### src/rtl/mem_stage_lsu.sv
// MEM-stage load/store unit: one bus transaction per MEM instruction,
// holding the pipeline while the word-addressed bus access is outstanding.
module mem_stage_lsu #(
  parameter int unsigned TIMEOUT = 255
) (
  input  logic        clk,
  input  logic        rst_n,
  input  logic        valid,
  input  logic        mem_read,
  input  logic        mem_write,
  input  logic [2:0]  funct3,
  input  logic [31:0] addr,
  input  logic [31:0] store_data,
  output logic        stall,
  output logic [31:0] load_data,
  output logic        fault,
  output logic        mem_req,
  output logic        mem_we,
  output logic [31:0] mem_addr,
  output logic [31:0] mem_wdata,
  output logic [3:0]  mem_wstrb,
  input  logic        mem_ack,
  input  logic [31:0] mem_rdata
);

  localparam int unsigned CW = (TIMEOUT < 2) ? 1 : $clog2(TIMEOUT);
  localparam logic [CW-1:0] CNT_LAST = CW'(TIMEOUT - 1);

  typedef enum logic [1:0] {
    S_IDLE = 2'd0,
    S_BUSY = 2'd1,
    S_DONE = 2'd2
  } state_t;

  state_t        r_state;
  state_t        w_state_next;
  logic [CW-1:0] r_cnt;
  logic          r_timed_out;
  logic          r_is_load;
  logic [2:0]    r_funct3;
  logic [1:0]    r_lane;
  logic [31:0]   r_mem_addr;
  logic [31:0]   r_wdata;
  logic [3:0]    r_wstrb;
  logic [31:0]   r_load_data;

  logic          w_rw_req;
  logic          w_f3_ok;
  logic          w_aligned;
  logic          w_access;
  logic          w_bad;
  logic          w_timeout;
  logic [3:0]    w_wstrb;
  logic [31:0]   w_wdata;
  logic [7:0]    w_byte;
  logic [15:0]   w_half;
  logic [31:0]   w_load_ext;

  // Request decode: unsigned sizes exist only for loads.
  always_comb begin
    w_rw_req = valid & (mem_read | mem_write);
    case (funct3)
      3'b000, 3'b001, 3'b010: w_f3_ok = 1'b1;
      3'b100, 3'b101:         w_f3_ok = mem_read;
      default:                w_f3_ok = 1'b0;
    endcase
    case (funct3[1:0])
      2'b00:   w_aligned = 1'b1;
      2'b01:   w_aligned = ~addr[0];
      2'b10:   w_aligned = (addr[1:0] == 2'b00);
      default: w_aligned = 1'b0;
    endcase
    w_access = valid & (mem_read ^ mem_write) & w_f3_ok & w_aligned;
    w_bad    = w_rw_req & ~w_access;
  end

  always_comb begin
    w_wstrb = 4'b0000;
    w_wdata = 32'h0;
    if (mem_write) begin
      case (funct3[1:0])
        2'b00: begin
          w_wstrb = 4'b0001 << addr[1:0];
          w_wdata = {4{store_data[7:0]}};
        end
        2'b01: begin
          w_wstrb = 4'b0011 << addr[1:0];
          w_wdata = {2{store_data[15:0]}};
        end
        default: begin
          w_wstrb = 4'b1111;
          w_wdata = store_data;
        end
      endcase
    end
  end

  // Lane selection uses the latched address because addr may move during BUSY.
  always_comb begin
    w_byte = mem_rdata[8*r_lane +: 8];
    w_half = r_lane[1] ? mem_rdata[31:16] : mem_rdata[15:0];
    case (r_funct3)
      3'b000:  w_load_ext = {{24{w_byte[7]}}, w_byte};
      3'b001:  w_load_ext = {{16{w_half[15]}}, w_half};
      3'b100:  w_load_ext = {24'h0, w_byte};
      3'b101:  w_load_ext = {16'h0, w_half};
      default: w_load_ext = mem_rdata;
    endcase
  end

  assign w_timeout = (r_state == S_BUSY) & ~mem_ack & (r_cnt == CNT_LAST);

  always_comb begin
    w_state_next = r_state;
    stall        = 1'b0;
    fault        = 1'b0;
    mem_req      = 1'b0;
    mem_we       = 1'b0;
    case (r_state)
      S_IDLE: begin
        stall = w_access;
        fault = w_bad;
        if (w_access) w_state_next = S_BUSY;
      end
      S_BUSY: begin
        stall   = 1'b1;
        mem_req = 1'b1;
        mem_we  = ~r_is_load;
        if (mem_ack | w_timeout) w_state_next = S_DONE;
      end
      S_DONE: begin
        fault        = r_timed_out;
        w_state_next = S_IDLE;
      end
      default: w_state_next = S_IDLE;
    endcase
    // Reset releases the pipeline immediately, before the clearing edge.
    if (!rst_n) begin
      stall   = 1'b0;
      fault   = 1'b0;
      mem_req = 1'b0;
      mem_we  = 1'b0;
    end
  end

  always_ff @(posedge clk) begin
    if (!rst_n) begin
      r_state     <= S_IDLE;
      r_cnt       <= '0;
      r_timed_out <= 1'b0;
      r_is_load   <= 1'b0;
      r_funct3    <= 3'b000;
      r_lane      <= 2'b00;
      r_mem_addr  <= 32'h0;
      r_wdata     <= 32'h0;
      r_wstrb     <= 4'b0000;
      r_load_data <= 32'h0;
    end else begin
      r_state <= w_state_next;
      case (r_state)
        S_IDLE: begin
          if (w_access) begin
            r_mem_addr  <= {addr[31:2], 2'b00};
            r_wdata     <= w_wdata;
            r_wstrb     <= w_wstrb;
            r_is_load   <= mem_read;
            r_funct3    <= funct3;
            r_lane      <= addr[1:0];
            r_cnt       <= '0;
            r_timed_out <= 1'b0;
          end else if (w_bad) begin
            r_load_data <= 32'h0;
          end
        end
        S_BUSY: begin
          if (mem_ack) begin
            if (r_is_load) r_load_data <= w_load_ext;
          end else if (w_timeout) begin
            r_load_data <= 32'h0;
            r_timed_out <= 1'b1;
          end else begin
            r_cnt <= r_cnt + CW'(1);
          end
        end
        S_DONE:  r_timed_out <= 1'b0;
        default: r_timed_out <= 1'b0;
      endcase
    end
  end

  assign load_data = r_load_data;
  assign mem_addr  = r_mem_addr;
  assign mem_wdata = r_wdata;
  assign mem_wstrb = r_wstrb;

endmodule

### config.mk
export PLATFORM = sky130hd
export DESIGN_NAME = mem_stage_lsu
export DESIGN_NICKNAME = d
export VERILOG_FILES = /design/src/rtl/mem_stage_lsu.sv
export SDC_FILE = /design/constraint.sdc
export NUM_CORES = 1
export LEC_CHECK = 0
export CAP_MARGIN = 20
export CORE_MARGIN = 5
export CORE_UTILIZATION = 30
export CTS_CLUSTER_DIAMETER = 60
export DETAILED_ROUTE_END_ITERATION = 10
export GPL_TIMING_DRIVEN = 0
export PLACE_DENSITY = 0.55
export SYNTH_ARGS = -nofsm -noshare
export SYNTH_HDL_FRONTEND = slang
export SYNTH_SLANG_ARGS = --single-unit
### constraint.sdc
create_clock -name clk -period 8.05 [get_ports clk]
set_clock_uncertainty 0.15 [all_clocks]
set_input_delay 1.2075 -clock clk [delete_from_list [all_inputs] [get_ports clk]]
set_output_delay 1.2075 -clock clk [all_outputs]
set_load 0.02 [all_outputs]
# After elaboration in Yosys (flattened, before gate mapping)
# Index checks and enable logic that the tools add are counted.
# W data, S select, Z words.
# word_totals
reg_bits	115
elab_cells	95
# op_classes
add_sub_neg	1
eq_ne	21
n_shift	3
muxes	33
n_bitwise	14
reduce_logical	13
# op_table
cell	n
$mux W32	6
$pmux W32 S2	2
$pmux W32 S4	1
$shiftx A32 B6 Y8	1
$mux W8	3
$mux W16	1
$pmux W8 S2	1
$eq A3 B3 Y1 const B	4
$ne A2 B2 Y1 const B	6
$mux W1	9
$add A8 B1 Y8 const B	1
$eq A8 B8 Y1 const B	1
$pmux W1 S2	4
$pmux W4 S2	1
$and A1 B1 Y1	7
$eq A3 B1 Y1 const B	2
$logic_not A2 Y1	3
$logic_not A3 Y1	2
$ne A3 B3 Y1 const B	2
$reduce_and A5 Y1	1
$eq A2 B1 Y1 const B	2
$eq A2 B2 Y1 const B	2
$mux W2	2
$mux W4	1
other kinds (15)	20

# Longest topological paths before layout
# logic_depth
depth_word	10
mapped_depth	12
depth_no_buf	7

# Worst setup path before layout
# No wires, ideal clock.
# synth_timing
kind	input -> output
startpoint	input port mem_write
endpoint	output port fault
arrival_time_ns	2.683
required_ns	6.693
setup_slack_ns	4.010
path_stages	8
n_path_buf	2
cell_sequence	clkbuf_1 clkbuf_1 inv_1 ha_1 nand2_1 nand4b_2 a22o_1 and3_1
# synth_between
elab_chain_len	8
elab_cells_between_ends	10
# synth_lines
element	line_no	text
start: declaration	10	input logic mem_write,
$xor A1 B1 Y1	73	w_access = valid & (mem_read ^ mem_write) & w_f3_ok & w_aligned;
$and A1 B1 Y1 (3 in series)	73	
$not A1 Y1	74	w_bad = w_rw_req & ~w_access;
$and A1 B1 Y1 (*)	74	
$pmux W1 S2 (*)	119	case (r_state)
$mux W1 (*)	138	if (!rst_n) begin
end: declaration	16	output logic fault,
# Every way passes the cells marked *; elsewhere a longest branch is shown, timed or not.

# Worst setup path in the final report
# layout_timing
startpoint	input port rst_n
endpoint	output port fault
# layout_between
elab_chain_len	1
# layout_lines
element	line_no	text
start: declaration	7	input logic rst_n,
$mux W1	138	
# Every way passes these cells.

==> summary.md <==
| Metric | Value |
|---|---|
| Outcome | finished clean |
| Worst R2R Start | r_state[1] |
| Routed len/inst | 17.4 um |
| CTS tree | built |
| Final period util | 0.613 |
| Synth warn | 0 |
| Port buffer count | 204 |
| Total GRT Usage | 0.184 |
| Comb power frac | 0.123 |
| R2R cell count | 7 |
| Net switching power | 0.382 mW |
| Final Slew Violations | 0 |
| Hold buffer count at CTS | 0 |
| P per Cell Area | 185 nW/um^2 |
| WP data arrival | 3.58 ns |
| Final instance area | 8380 um^2 |
| CTS clk-pin slew, worst paths | 0.05 ns |
| Total grt overflow | 0 |
| Post-CTS setup buffer count | 0 |
| Layout net count | 995 |
| DR vias/cell | 4.83 |
| Skew-Pair Late Insertion Delay | 0.41 ns |
| Synth top area share | 0.423 |
| Ys async rst share | 0 |
| Sw frac | 0.246 |
| Syn_area_per_cell | 8.21 um^2 |
| Die W | 145 um |
| Maximum vdd ir drop | 0.144 mV |
| Core area | 17900 um^2 |
| Power share of the clock group | 0.501 |
| Post-cts resize count | 0 |
| Via count | 5453 |
| Post-Syn Instances | 663 |
| Detailed placement HPWL | 14.9 mm |
| Post-synthesis sequential area ratio | 0.423 |
| Largest net degree at the start of global routing | 17 |
| Num CTS Buffers | 17 |
| DR iter-0 viols | 191 |
| CP Launch Type | input pin |
| N_diodes | 0 |
| Die area | 20900 um^2 |
| Crit Path Max Fanout | 10 |
| CP startpoint | rst_n |
| Area added between synthesis and finish | 53.9% |
| Final setup violating endpoints | 0 |
| Netlist cell types | 47 |
| Initial core utilization | 0.304 |
| Netlist Area Pre-Place | 5450 um^2 |
| CP Data Required Time | 6.69 ns |
| Drt first pass iters | 4 |
| Max-cap viol count | 0 |
| Internal power consumption | 1.17 mW |
| DRC violations left | 0 |
| Worst-Margin Slew | 0.630 ns |
| Initial antenna violation count | 0 |
| Vias in the first global route | 5413 |
| GPL Wtd Cong | 0.830 |
| Most used DFF post-synth | dfxtp_1 |
| DP Area | 7780 um^2 |
| R2R setup slack | 5.63 ns |
| Relative slew slack | 0.580 |
| Total negative setup slack | 0 ns |
| Clock buffer depth | 2 |
| Max Fclk | 203 MHz |
| H-Tree Depth | 4 |
| Clk sink count | 115 |
| Routed WL | 19.6 mm |
| WS Path Type | input pin to primary output |
| Share of layout cells above drive strength 1 | 0.0800 |
| Sequential share of power | 0.376 |
| RSZ-0062 raised after global routing | no |
| HP Class | register to register |
| Worst Setup EP | fault |
| First-pass GRT wire length | 29.8 mm |
| FP Rows | 49 |
| Ranking of synthesized cells by area | dfxtp_1 42%, a21boi_0 10%, nand2_1 9.0% |
| Area leader, netlist | dfxtp_1 |
| Hold Fails Final Rpt | 0 |
| I/O pins | 209 |
| Leakage power total | 3.00 nW |
| Minimum clock period | 4.94 ns |
| Root Driver | clkbuf_16 |
| Number of routed nets with antenna violations | 0 |
| Die Ht | 145 um |
| Setup crit end kind | primary output |
| RR Endpoint | load_data[24] |
| #FFs+latches synth | 115 |
| EDFF count, synth | 0 |
[final cells by class]
cell class              instances  area [um^2]
fillers                      1854         9520
multi-input cells             472         2820
flip-flops and latches        115         2300
repair buffers                204         2040
clock buffers                  21          450
well taps                     229          287
plain buffers                  58          253
clock inverters                11          151
inverters                      19         71.3
[logic make-up after synthesis]
logic type	share of synthesized area
buf+inv	0.0595
other cells	0.000689
flops	0.423
simple gates	0.226
xor+xnor	0.00965
mux	0.0519
compound gates	0.223
fa+ha+maj	0.00689
[worst max-delay path: stages]
cell and delay, ns:
clkdlybuf4s50_1 0.59, clkbuf_1 0.52, clkbuf_1 0.39, and3_1 0.24
clkdlybuf4s50_1 0.63
[worst min path at each step]
stage                              from       endpoint  slack [ns]  depth (start not counted)
after floorplan             r_funct3[2]    r_funct3[2]        0.31                          2
after global placement    mem_wdata[24]  mem_wdata[24]        0.30                          2
after detailed placement   mem_wdata[1]   mem_wdata[1]        0.31                          2
after CTS                  mem_wdata[4]   mem_wdata[4]        0.31                          2
after global routing       mem_addr[25]   mem_addr[25]        0.33                          2
final                      mem_addr[25]   mem_addr[25]        0.31                          2
[cells in the mapped netlist (2+ instances only)]
| master | instances |
|---|---|
| mux2_2 | 18 |
| nor2_1 | 26 |
| a31o_1 | 10 |
| and2_1 | 3 |
| o22ai_1 | 5 |
| a221o_1 | 7 |
| nand2_1 | 130 |
| and3_1 | 21 |
| nand3b_1 | 2 |
| nand3_1 | 46 |
| nand4_1 | 3 |
| nor2b_1 | 4 |
| o211ai_1 | 6 |
| ha_1 | 3 |
| a21oi_1 | 17 |
| nand2b_1 | 22 |
| inv_1 | 19 |
| mux2i_1 | 8 |
| o21bai_1 | 2 |
| o41ai_1 | 5 |
| buf_2 | 10 |
| dfxtp_1 | 115 |
| buf_4 | 4 |
| clkbuf_1 | 38 |
| buf_1 | 5 |
| a21boi_0 | 73 |
| a31o_2 | 7 |
| xor2_1 | 6 |
| nor3b_1 | 4 |
| nor3_1 | 2 |
| o21ai_0 | 26 |
[registers in the layout (all words and copies together) (netlist names)]
signal,flops
r_timed_out,1
r_cnt,8
r_state,2
r_is_load,1
mem_addr,30
load_data,32
mem_wdata,32
r_funct3,3
r_lane,2
mem_wstrb,4
[through the flow]
stage | setup WS (ns) | instances | utilization | total power, mW | hold WS, ns
global route | 2.96 | 1129 | 0.468 | 1.61 | 0.326
floorplan | 4.01 | 664 | - | 0.684 | 0.307
CTS | 3.01 | 1129 | 0.468 | 1.57 | 0.313
detailed placement | 3.01 | 1097 | 0.435 | 0.788 | 0.305
finish | 3.11 | 1129 | 0.468 | 1.55 | 0.308
global placement | 3.02 | 1097 | 0.435 | 0.788 | 0.298
[placed cells by master, fill, tap and decap left out, drive strengths merged, types with 21 or more instances in the layout]
cell / n
clkdlybuf4s50: 204
nand2: 130
dfxtp: 115
a21boi: 73
clkbuf: 59
nand3: 46
nor2: 26
o21ai: 26
nand2b: 22
inv: 22
and3: 21
[per-layer routing]
metal | vias to the layer above | track usage | share of wire
met1 | 2518 | 0.234 | 0.45
met2 | 176 | 0.286 | 0.44
met4 | 0 | 0.0545 | 0.013
met5 | - | 0 | 0
met3 | 23 | 0.0749 | 0.094
li1 | 2736 | - | -
[power groups by stage]
stage               Sequential [mW]  Clock, mW  Combinational [mW]
floorplan                     0.606          0              0.0778
global placement              0.597          0               0.192
detailed placement            0.597          0               0.191
CTS                           0.584      0.793               0.192
global route                  0.585      0.822               0.207
finish                        0.584      0.777               0.191
Power figures use the tool's default switching activity.
